`config.mk`:
```
export PLATFORM = sky130hd
export DESIGN_NAME = top_processor_pmp
export DESIGN_NICKNAME = d
export VERILOG_FILES = /design/src/rtl/top_processor_pmp.sv
export SDC_FILE = /design/constraint.sdc
export NUM_CORES = 1
export LEC_CHECK = 0
export ABC_AREA = 1
export ABC_CLOCK_PERIOD_IN_PS = 10250
export BUFFER_PORTS_ARGS = -buffer_cell sky130_fd_sc_hd__buf_2
export CAP_MARGIN = 10
export CORE_UTILIZATION = 33
export DETAILED_ROUTE_END_ITERATION = 7
export PLACE_DENSITY = 0.54
export SLEW_MARGIN = 20
export SYNTH_ARGS = -nofsm -noshare
export SYNTH_HDL_FRONTEND = slang
export SYNTH_SLANG_ARGS = --single-unit
```
`constraint.sdc`:
```
create_clock -name Clock -period 10.25 [get_ports Clock]
set_input_delay 1.025 -clock Clock [delete_from_list [all_inputs] [get_ports Clock]]
set_output_delay 1.025 -clock Clock [all_outputs]
set_load 0.01 [all_outputs]
```
`src/rtl/top_processor_pmp.sv`:
```
// Single-cycle RV32I-subset core with PMP-checked fetch and data access.
// Define PMP_DATA_HALT_EN to make data faults halt the core as well.
module top_processor_pmp #(
  parameter int PMP_ENTRIES = 4,
  parameter int IMEM_WORDS  = 64,
  parameter int DMEM_WORDS  = 64
) (
  input  logic       Clock,
  input  logic       Reset,
  output logic [7:0] PC_Out,
  output logic       instr_pmp_ok,
  output logic       data_pmp_ok,
  output logic       instr_exec_violation,
  output logic       data_read_violation,
  output logic       data_write_violation,
  output logic       PMP_Violation_Detected
);

  localparam logic [31:0] NOP = 32'h0000_0013;

  // TOR ranges [lo,hi), perms packed as {R,W,X}
  localparam logic [8:0] PMP_LO [4] = '{9'h000, 9'h040, 9'h080, 9'h0C0};
  localparam logic [8:0] PMP_HI [4] = '{9'h040, 9'h080, 9'h0C0, 9'h100};
  localparam logic [2:0] PMP_RWX [4] = '{3'b101, 3'b110, 3'b000, 3'b110};

  function automatic logic [2:0] pmp_perm(input logic [7:0] a);
    logic [2:0] p;
    logic       hit;
    p   = 3'b000;
    hit = 1'b0;
    for (int i = 0; i < PMP_ENTRIES; i++) begin
      if (!hit && ({1'b0, a} >= PMP_LO[i]) && ({1'b0, a} < PMP_HI[i])) begin
        hit = 1'b1;
        p   = PMP_RWX[i];
      end
    end
    return p;
  endfunction

  logic [7:0]  pc_q, pc_d;
  logic        halt_q, halt_d;
  logic [31:0] rf_q [1:31];
  logic [31:0] rf_d [1:31];
  logic [31:0] dmem_q [DMEM_WORDS];
  logic [31:0] rom [IMEM_WORDS];

  always_comb begin
    for (int i = 0; i < IMEM_WORDS; i++) rom[i] = NOP;
    rom[0] = 32'h0440_0093;
    rom[1] = 32'h0070_0113;
    rom[2] = 32'h0020_A023;
    rom[3] = 32'h0000_A183;
    rom[4] = 32'h0800_0213;
    rom[5] = 32'h0002_2283;
    rom[6] = 32'h0400_0313;
    rom[7] = 32'h0003_0067;
  end

  logic [31:0] instr;
  logic [6:0]  opc, f7;
  logic [4:0]  rd, rs1, rs2;
  logic [2:0]  f3;
  logic [31:0] imm_i, rs1_val, rs2_val;
  logic [7:0]  imm_s8, imm_b8, imm_j8, ea_ld, ea_st, ea;
  logic [2:0]  fetch_perm, ea_perm;
  logic        exec_fault;
  logic        is_addi, is_alu, is_lw, is_sw, is_beq, is_jal, is_jalr;

  assign instr  = rom[pc_q[7:2]];
  assign opc    = instr[6:0];
  assign rd     = instr[11:7];
  assign f3     = instr[14:12];
  assign rs1    = instr[19:15];
  assign rs2    = instr[24:20];
  assign f7     = instr[31:25];
  assign imm_i  = {{20{instr[31]}}, instr[31:20]};
  assign imm_s8 = {instr[27:25], instr[11:7]};
  assign imm_b8 = {instr[27:25], instr[11:8], 1'b0};
  assign imm_j8 = {instr[27:21], 1'b0};

  assign rs1_val = (rs1 == 5'd0) ? 32'd0 : rf_q[rs1];
  assign rs2_val = (rs2 == 5'd0) ? 32'd0 : rf_q[rs2];

  assign is_addi = (opc == 7'b0010011) && (f3 == 3'b000);
  assign is_alu  = (opc == 7'b0110011) && (f3 == 3'b000) &&
                   ((f7 == 7'h00) || (f7 == 7'h20));
  assign is_lw   = (opc == 7'b0000011) && (f3 == 3'b010);
  assign is_sw   = (opc == 7'b0100011) && (f3 == 3'b010);
  assign is_beq  = (opc == 7'b1100011) && (f3 == 3'b000);
  assign is_jal  = (opc == 7'b1101111);
  assign is_jalr = (opc == 7'b1100111) && (f3 == 3'b000);

  assign ea_ld   = rs1_val[7:0] + imm_i[7:0];
  assign ea_st   = rs1_val[7:0] + imm_s8;
  assign ea      = is_sw ? ea_st : ea_ld;
  assign ea_perm = pmp_perm(ea);

  assign fetch_perm = pmp_perm(pc_q);
  assign exec_fault = halt_q | ~fetch_perm[0];

  logic        rd_we;
  logic [31:0] rd_val;
  logic        dmem_we;
  logic        rd_viol, wr_viol;

  always_comb begin
    rf_d    = rf_q;
    pc_d    = pc_q;
    halt_d  = halt_q;
    rd_we   = 1'b0;
    rd_val  = 32'd0;
    dmem_we = 1'b0;
    rd_viol = 1'b0;
    wr_viol = 1'b0;
    if (exec_fault) begin
      halt_d = 1'b1;
    end else begin
      pc_d = pc_q + 8'd4;
      unique case (1'b1)
        is_addi: begin
          rd_we  = 1'b1;
          rd_val = rs1_val + imm_i;
        end
        is_alu: begin
          rd_we  = 1'b1;
          rd_val = f7[5] ? rs1_val - rs2_val : rs1_val + rs2_val;
        end
        is_lw: begin
          if (ea_perm[2]) begin
            rd_we  = 1'b1;
            rd_val = dmem_q[ea[7:2]];
          end else begin
            rd_viol = 1'b1;
          end
        end
        is_sw: begin
          if (ea_perm[1]) dmem_we = 1'b1;
          else wr_viol = 1'b1;
        end
        is_beq: begin
          if (rs1_val == rs2_val) pc_d = pc_q + imm_b8;
        end
        is_jal: begin
          rd_we  = 1'b1;
          rd_val = {24'd0, pc_q + 8'd4};
          pc_d   = pc_q + imm_j8;
        end
        is_jalr: begin
          rd_we  = 1'b1;
          rd_val = {24'd0, pc_q + 8'd4};
          pc_d   = ea_ld & 8'hFE;
        end
        default: ;
      endcase
      if (rd_we && (rd != 5'd0)) rf_d[rd] = rd_val;
`ifdef PMP_DATA_HALT_EN
      if (rd_viol || wr_viol) halt_d = 1'b1;
`endif
    end
  end

  always_ff @(posedge Clock or negedge Reset) begin
    if (!Reset) begin
      pc_q   <= 8'd0;
      halt_q <= 1'b0;
      for (int i = 1; i < 32; i++) rf_q[i] <= 32'd0;
    end else begin
      pc_q   <= pc_d;
      halt_q <= halt_d;
      rf_q   <= rf_d;
    end
  end

  // Data RAM keeps its contents across reset
  always_ff @(posedge Clock) begin
    if (dmem_we) dmem_q[ea[7:2]] <= rs2_val;
  end

  assign PC_Out                 = pc_q;
  assign instr_pmp_ok           = ~exec_fault;
  assign instr_exec_violation   = exec_fault;
  assign data_read_violation    = rd_viol;
  assign data_write_violation   = wr_viol;
  assign data_pmp_ok            = ~(rd_viol | wr_viol);
  assign PMP_Violation_Detected = exec_fault | rd_viol | wr_viol;

endmodule

```
Word-level counts from Yosys, hierarchy flattened
Memory sizes are Yosys's and may differ from the RTL's. Cells that the tools add are included. W data, S select, Z words.

$add $sub $neg: 8. Magnitude comparators: 17. Equal/unequal tests: 10. Muxes and demuxes: 48. Bitwise logic cells: 11. Reduce and logical (&&, ||, !) cells: 34.

Operators by type and width (count): $bwmux W992 (1); $mux W32 (12); $bmux W32 S5 (2); $demux W32 S5 (1); $pmux W32 S4 (1); $add A32 B32 Y32 (2); $add A8 B8 Y8 (4); $eq A32 B32 Y1 (1); $ge A8 B8 Y1 const B (4); $lt A8 B8 Y1 const B (4); $sub A32 B32 Y32 (1); $pmux W8 S3 (1); $mux W1 (23); $eq A7 B6 Y1 const B (3); $eq A7 B7 Y1 const B (3); $logic_and A1 B1 Y1 (19); $ge A6 B6 Y1 const B (3); $not A5 Y6 (3); $ge A8 B7 Y1 const B (2); $lt A8 B7 Y1 const B (2); $mux W8 (2); $mux W3 (4); $logic_not A5 Y1 (2); $add A8 B3 Y8 const B (1); 17 further kinds (27).

Register bits after elaboration: 1001. RAM bits: 2048. Memory bits (read-only): 2048. Bits of input ports: 2. Word-level logic and storage cells: 163. Memories kept: 2.

Memories: (name not given) (depth 64, width 32, rd ports 1, clocked after Yosys merged registers in 0, wr ports 0, line 69) `assign instr = rom[pc_q[7:2]];`; dmem_q (depth 64, width 32, rd ports 1, clocked after Yosys merged registers in 0, wr ports 1, line 44) `logic [31:0] dmem_q [DMEM_WORDS];`.

Depth between registers and ports, before layout
Depth in word-level cells: 29. Depth in mapped cells: 36.

Worst setup path before layout
OpenSTA, ideal clock, no wires.

Path kind: register to register. From: register pc_q[3], in the netlist PC_Out[3]. To: register rf_q[838] (netlist name). Library setup time: 0.118 ns. Data arrival time: 5.242 ns. Data required time: 10.132 ns. Slack: 4.890 ns. Stages on the path, launching flop included: 28. Clock period less this slack: 5.360 ns. Path through: dfrtp_1 -> buf_4 -> inv_2 -> ha_1 -> inv_1 -> nor2_1 -> inv_1 -> nor2_2 -> inv_1 -> clkbuf_1 -> o21ai_0 -> a21boi_0 -> nand2_1 -> o21ai_0 -> ha_1 -> ha_1 -> inv_1 -> nand2_1 -> nand3_1 -> nand2_1 -> nand2_1 -> nand2_1 -> a21oi_1 -> xor2_1 -> nand2_1 -> nand2_2 -> nand2_1 -> nand2_1.

Elaborated cells on any way between the ends: 105. Those cells by class: add/sub: 6; order compare: 14; eq/ne: 8; mux: 35; bitwise: 7; reduce/logical: 33; memory: 2.

RTL lines: from (decl) (line 40) `logic [7:0] pc_q, pc_d;`; from (signal assigned) (line 168) `pc_q <= pc_d;`; $not A6 Y7 (implied by the code) (*) (line 69); $mem_v2 Z64 W32 (*); $mux W32 (implied by the code) (*) (2 in a row) (line 69); $not A5 Y6 (implied by the code) (line 82) `assign rs2_val = (rs2 == 5'd0) ? 32'd0 : rf_q[rs2];`; $bmux W32 S5 (line 82); $mux W32 (implied by the code) (2 in a row) (line 82); $mux W32 (*) (line 82); named net rs2_val[0] (line 63) `logic [31:0] imm_i, rs1_val, rs2_val;`; $add A32 B32 Y32 or $sub A32 B32 Y32 (tied branches) (line 126) `rd_val = f7[5] ? rs1_val - rs2_val : rs1_val + rs2_val;`; $mux W32 (*) (line 126); $pmux W32 S4 (*) (line 119) `unique case (1'b1)`; $mux W32 (*) (line 115) `if (exec_fault) begin`; $bwmux W992 (*) (line 155) `if (rd_we && (rd != 5'd0)) rf_d[rd] = rd_val;`; to (signal assigned) (line 170) `rf_q <= rf_d;`; to (decl) (line 42) `logic [31:0] rf_q [1:31];`.

The timed path passes the listed nets; every way through them passes the cells marked *. The select of a mux whose other input is x is not followed. A chain may end at the register's enable or synchronous reset.

Worst setup path in the final report
From: register pc_q[3], in the netlist PC_Out[3]. To: register rf_q[832] (netlist name).

Longest elaborated chain between the ends: 29. Elaborated cells on any way between the ends: 104. Those cells by class: add/sub: 5; order compare: 14; eq/ne: 8; mux: 35; bitwise: 7; reduce/logical: 33; memory: 2.

Ends and longest elaborated chain: $not A6 Y7 (implied by the code) (line 69); $mem_v2 Z64 W32; $mux W32 (implied by the code) (2 in a row) (line 69); $not A5 Y6 (implied by the code) (line 81) `assign rs1_val = (rs1 == 5'd0) ? 32'd0 : rf_q[rs1];`; $bmux W32 S5 (line 81); $mux W32 (implied by the code) (2 in a row) (line 81); $mux W32 (line 81); $add A8 B8 Y8, on equally long branches (line 93, 94); (+11 left out); $logic_not A1 Y1 (line 32) `if (!hit && ({1'b0, a} >= PMP_LO[i]) && ({1'b0, a} < PMP_HI[i])) begin`; $logic_and A1 B1 Y1 (line 32); $mux W3 (line 32); $mux W1 (line 129) `if (ea_perm[2]) begin`; $pmux W1 S2 (line 119); $mux W1 (line 115); $logic_and A1 B1 Y1 (line 155); $reduce_and A2 Y1 (no line).

Parallel ways exist; a longest one is shown, timed or not. The select of a mux whose other input is x is not followed.

==> metrics.md <==
| Metric | Value |
|---|---|
| Post-CTS Hold Buffers | 0 |
| Max-slew headroom at the worst pin | 0.2906 |
| Drt initial violations | 1412 |
| Synth-to-layout area growth | 12.97% |
| Final worst-path setup slack | 3.380 ns |
| Clk slew on worst S/H paths | 0.06 ns |
| Clock sinks | 448 |
| Worst-margin pin slew | 1.060 ns |
| EDFF count, synth | 384 |
| Setup_tns | 0 ns |
| Worst hold slack | 0.4761 ns |
| R2R depth | 31 |
| Drt pass-1 iters | 6 |
| Buffer count from post-CTS setup fixing | 0 |
| Total GRT Usage | 0.1736 |
| RR Endpoint | rf_q[832] |
| Clock Skew | 0.02374 ns |
| CP Capture Point | rf_q[832] |
| Total power draw | 3.692 mW |
| Share of the synthesized area in the top cell type | 0.5427 |
| Xor/xnor share of the synthesized area | 0.0008244 |
| IO buf count | 14 |
| CP Class | reg2reg |
| VDD IR-drop max | 109.0 uV |
| Final cell count without fillers | 3261 |
| Crit path from | PC_Out[3] |
| Inserted Clock Buffers | 50 |
| Most used cell, CP | nand2_1 |
| Crit start category | register |
| Min Clock Period, post-route | 6.870 ns |
| CP endpoint kind | register |
| Most instantiated cells after synthesis | nand2_1 (769), edfxtp_1 (384), nor2_1 (331) |
| Biggest area consumer among synthesized cells | edfxtp_1 |
| Dpl cells | 3170 |
| Ports | 16 |
| Max cap viols | 0 |
| Fill cell count | 6426 |
| Outcome | finished, final reports clean |
| Count leader, synth | nand2_1 |
| P_leak | 10.21 nW |
| Post-cts sizing count | 0 |
| Mux cell area share after synthesis | 0 |
| Synth Warn # | 0 |
| Compound-gate portion of the synthesized area | 0.06495 |
| Design Area, Final | 24000 um2 |
| Ys flop type | edfxtp_1 |
| Synth area leaders | edfxtp_1 (54%), nand2_1 (14%), dfrtp_1 (7.5%) |
| Largest net degree at the start of global routing | 155 |
| Seq cells post-synth | 448 |
| Reg area | 13130 um2 |
| FFs w/ async S/R, synth | 0.1429 |
| Cell Pwr Density | 153.8 nW/um2 |
| Syn avg cell area | 9.436 um2 |
| Area of the multi-input gates | 7525 um2 |
| Gr ovfl total | 0 |
| Hold Vio Cnt, Final | 0 |
| Root Driver | clkbuf_16 |
| Clock Latency Late Sink | 0.59 ns |
| Detail Route Antenna Nets | 0 |
| Placed inst area | 22490 um2 |
| R2R Path Start | PC_Out[3] |
| Post-synthesis simple-gate area fraction | 0.2535 |
| Post-Synth Adder-Cell Area | 0.01001 |
| Dpl hpwl | 34.99 mm |
| Post-layout util | 0.3792 |
| Final wirelength | 57.09 mm |
| Place WS | 3.505 ns |
| R2r setup slk | 3.38 ns |
| DR WL/cell | 17.51 um |
| Post-Syn Instances | 2252 |
| Endpoints failing setup | 0 |
| Crit-path max FO | 154 |
| Max Slew Vio Count | 0 |
| Initial antenna violation count | 0 |
| Critical Path AT | 7.34 ns |
| Vias in the first global route | 14910 |
| Clock Path Buffers | 3 |
| Max H-tree Level | 2 |
| Mapped Area | 21250 um2 |
| Hold Crit Class | reg2reg |
| Drt via density | 4.800 |
| Rows | 92 |
| Critical path required time | 10.72 ns |
| Critical path's largest stage delay | 0.82 ns |
| Starting Density | 0.3356 |
| Fmax | 0.1456 GHz |
| Share of cells above drive strength 1 | 0.08778 |
| Die Wd | 255.8 um |
| Final RePlAce weighted congestion | 0.9400 |
| CTS tree | done |
| Largest family of logic cells by synthesized area | simple AND/OR/NAND/NOR gates |
| Die Area | 65410 um2 |
| Vias after detailed routing | 15650 |
| Period utilization | 0.6702 |
| N_diodes | 0 |
| RSZ-0062 raised after global routing | no |
| First-pass GRT wire length | 88.33 mm |
| Die height | 255.8 um |
| Net count reported at finish | 2395 |
| Sequential share of the synthesized area | 0.6180 |
| Core Footprint | 63310 um2 |
| CP max-delay cell | dfrtp_1 |
| DR DRC count | 0 |
| Post-synth cell types | 49 |
==> routing by layer <==
metal | track usage | up-vias | share of wire
met2 | 0.2812 | 447 | 0.47
met5 | 0 | - | 0
met1 | 0.2363 | 7549 | 0.45
met4 | 0.05788 | 0 | 0.027
met3 | 0.02832 | 94 | 0.060
li1 | - | 7563 | -
==> kinds of logic (layout without fill, tap and decap cells) <==
logic type / count (synthesis) / in the layout
XOR/XNOR: 2 / 2
buffers and inverters: 235 / 270
AO/OA/AOI/OAI: 256 / 256
adder cells (fa/ha/maj): 17 / 17
flip-flops: 448 / 448
other: 1 / 129
AND/OR/NAND/NOR: 1293 / 1293
==> flip-flops by register name, indices dropped and copies added, names as in the netlist <==
signal / flops
halt_q: 1
PC_Out: 7
rf_q: 56
dmem_q: 384
==> worst min-delay path by stage <==
stage / to / cells after the start / from / slack, ns
finish: rf_q[807] / 2 / rf_q[807] / 0.48
global route: rf_q[839] / 2 / rf_q[839] / 0.50
CTS: rf_q[769] / 2 / rf_q[769] / 0.48
detailed placement: rf_q[769] / 2 / rf_q[769] / 0.46
global placement: rf_q[896] / 2 / rf_q[896] / 0.46
floorplan: rf_q[769] / 2 / rf_q[769] / 0.44
==> layout by cell type (no fill, tap or decap), types with 7 or more instances in the layout <==
| cell | n |
|---|---|
| a21oi_1 | 16 |
| nand4_1 | 10 |
| dfrtp_1 | 64 |
| ha_1 | 17 |
| buf_4 | 21 |
| clkbuf_16 | 51 |
| or2_2 | 19 |
| clkinv_1 | 11 |
| inv_1 | 115 |
| clkinv_2 | 10 |
| conb_1 | 129 |
| edfxtp_1 | 384 |
| inv_2 | 25 |
| nor2_4 | 7 |
| nand2_2 | 19 |
| o21ai_0 | 85 |
| clkbuf_1 | 15 |
| nand3_2 | 8 |
| buf_2 | 14 |
| o211ai_1 | 13 |
| nor2_2 | 12 |
| nor2_1 | 331 |
| o21ai_1 | 118 |
| nand3_1 | 99 |
| nand2_1 | 768 |
==> critical path, delay by kind of cell, from the launching register on <==
kind                       cells  cell delay [ns]
and+or+nand+nor               21             3.45
buffers and inverters          7             1.70
DFF                            1             0.82
adders and majority gates      2             0.50
AOI/OAI and AO/OA              1             0.12
==> report_power, final <==
group	total [mW]	internal, mW	switching [mW]
logic	0.0239	0.00462	0.0193
clock network	1.69	0.968	0.724
registers	1.98	1.97	0.00304
==> final cells by class <==
type	instances	share of cell area
sequential	448	0.5471
multi-input combinational	1697	0.3135
clock buffer	67	0.05609
tap	846	0.04410
inverter	144	0.02278
timing repair buffer	35	0.009487
clock inverter	24	0.006985
No activity file was read; power rests on OpenSTA's default activity.
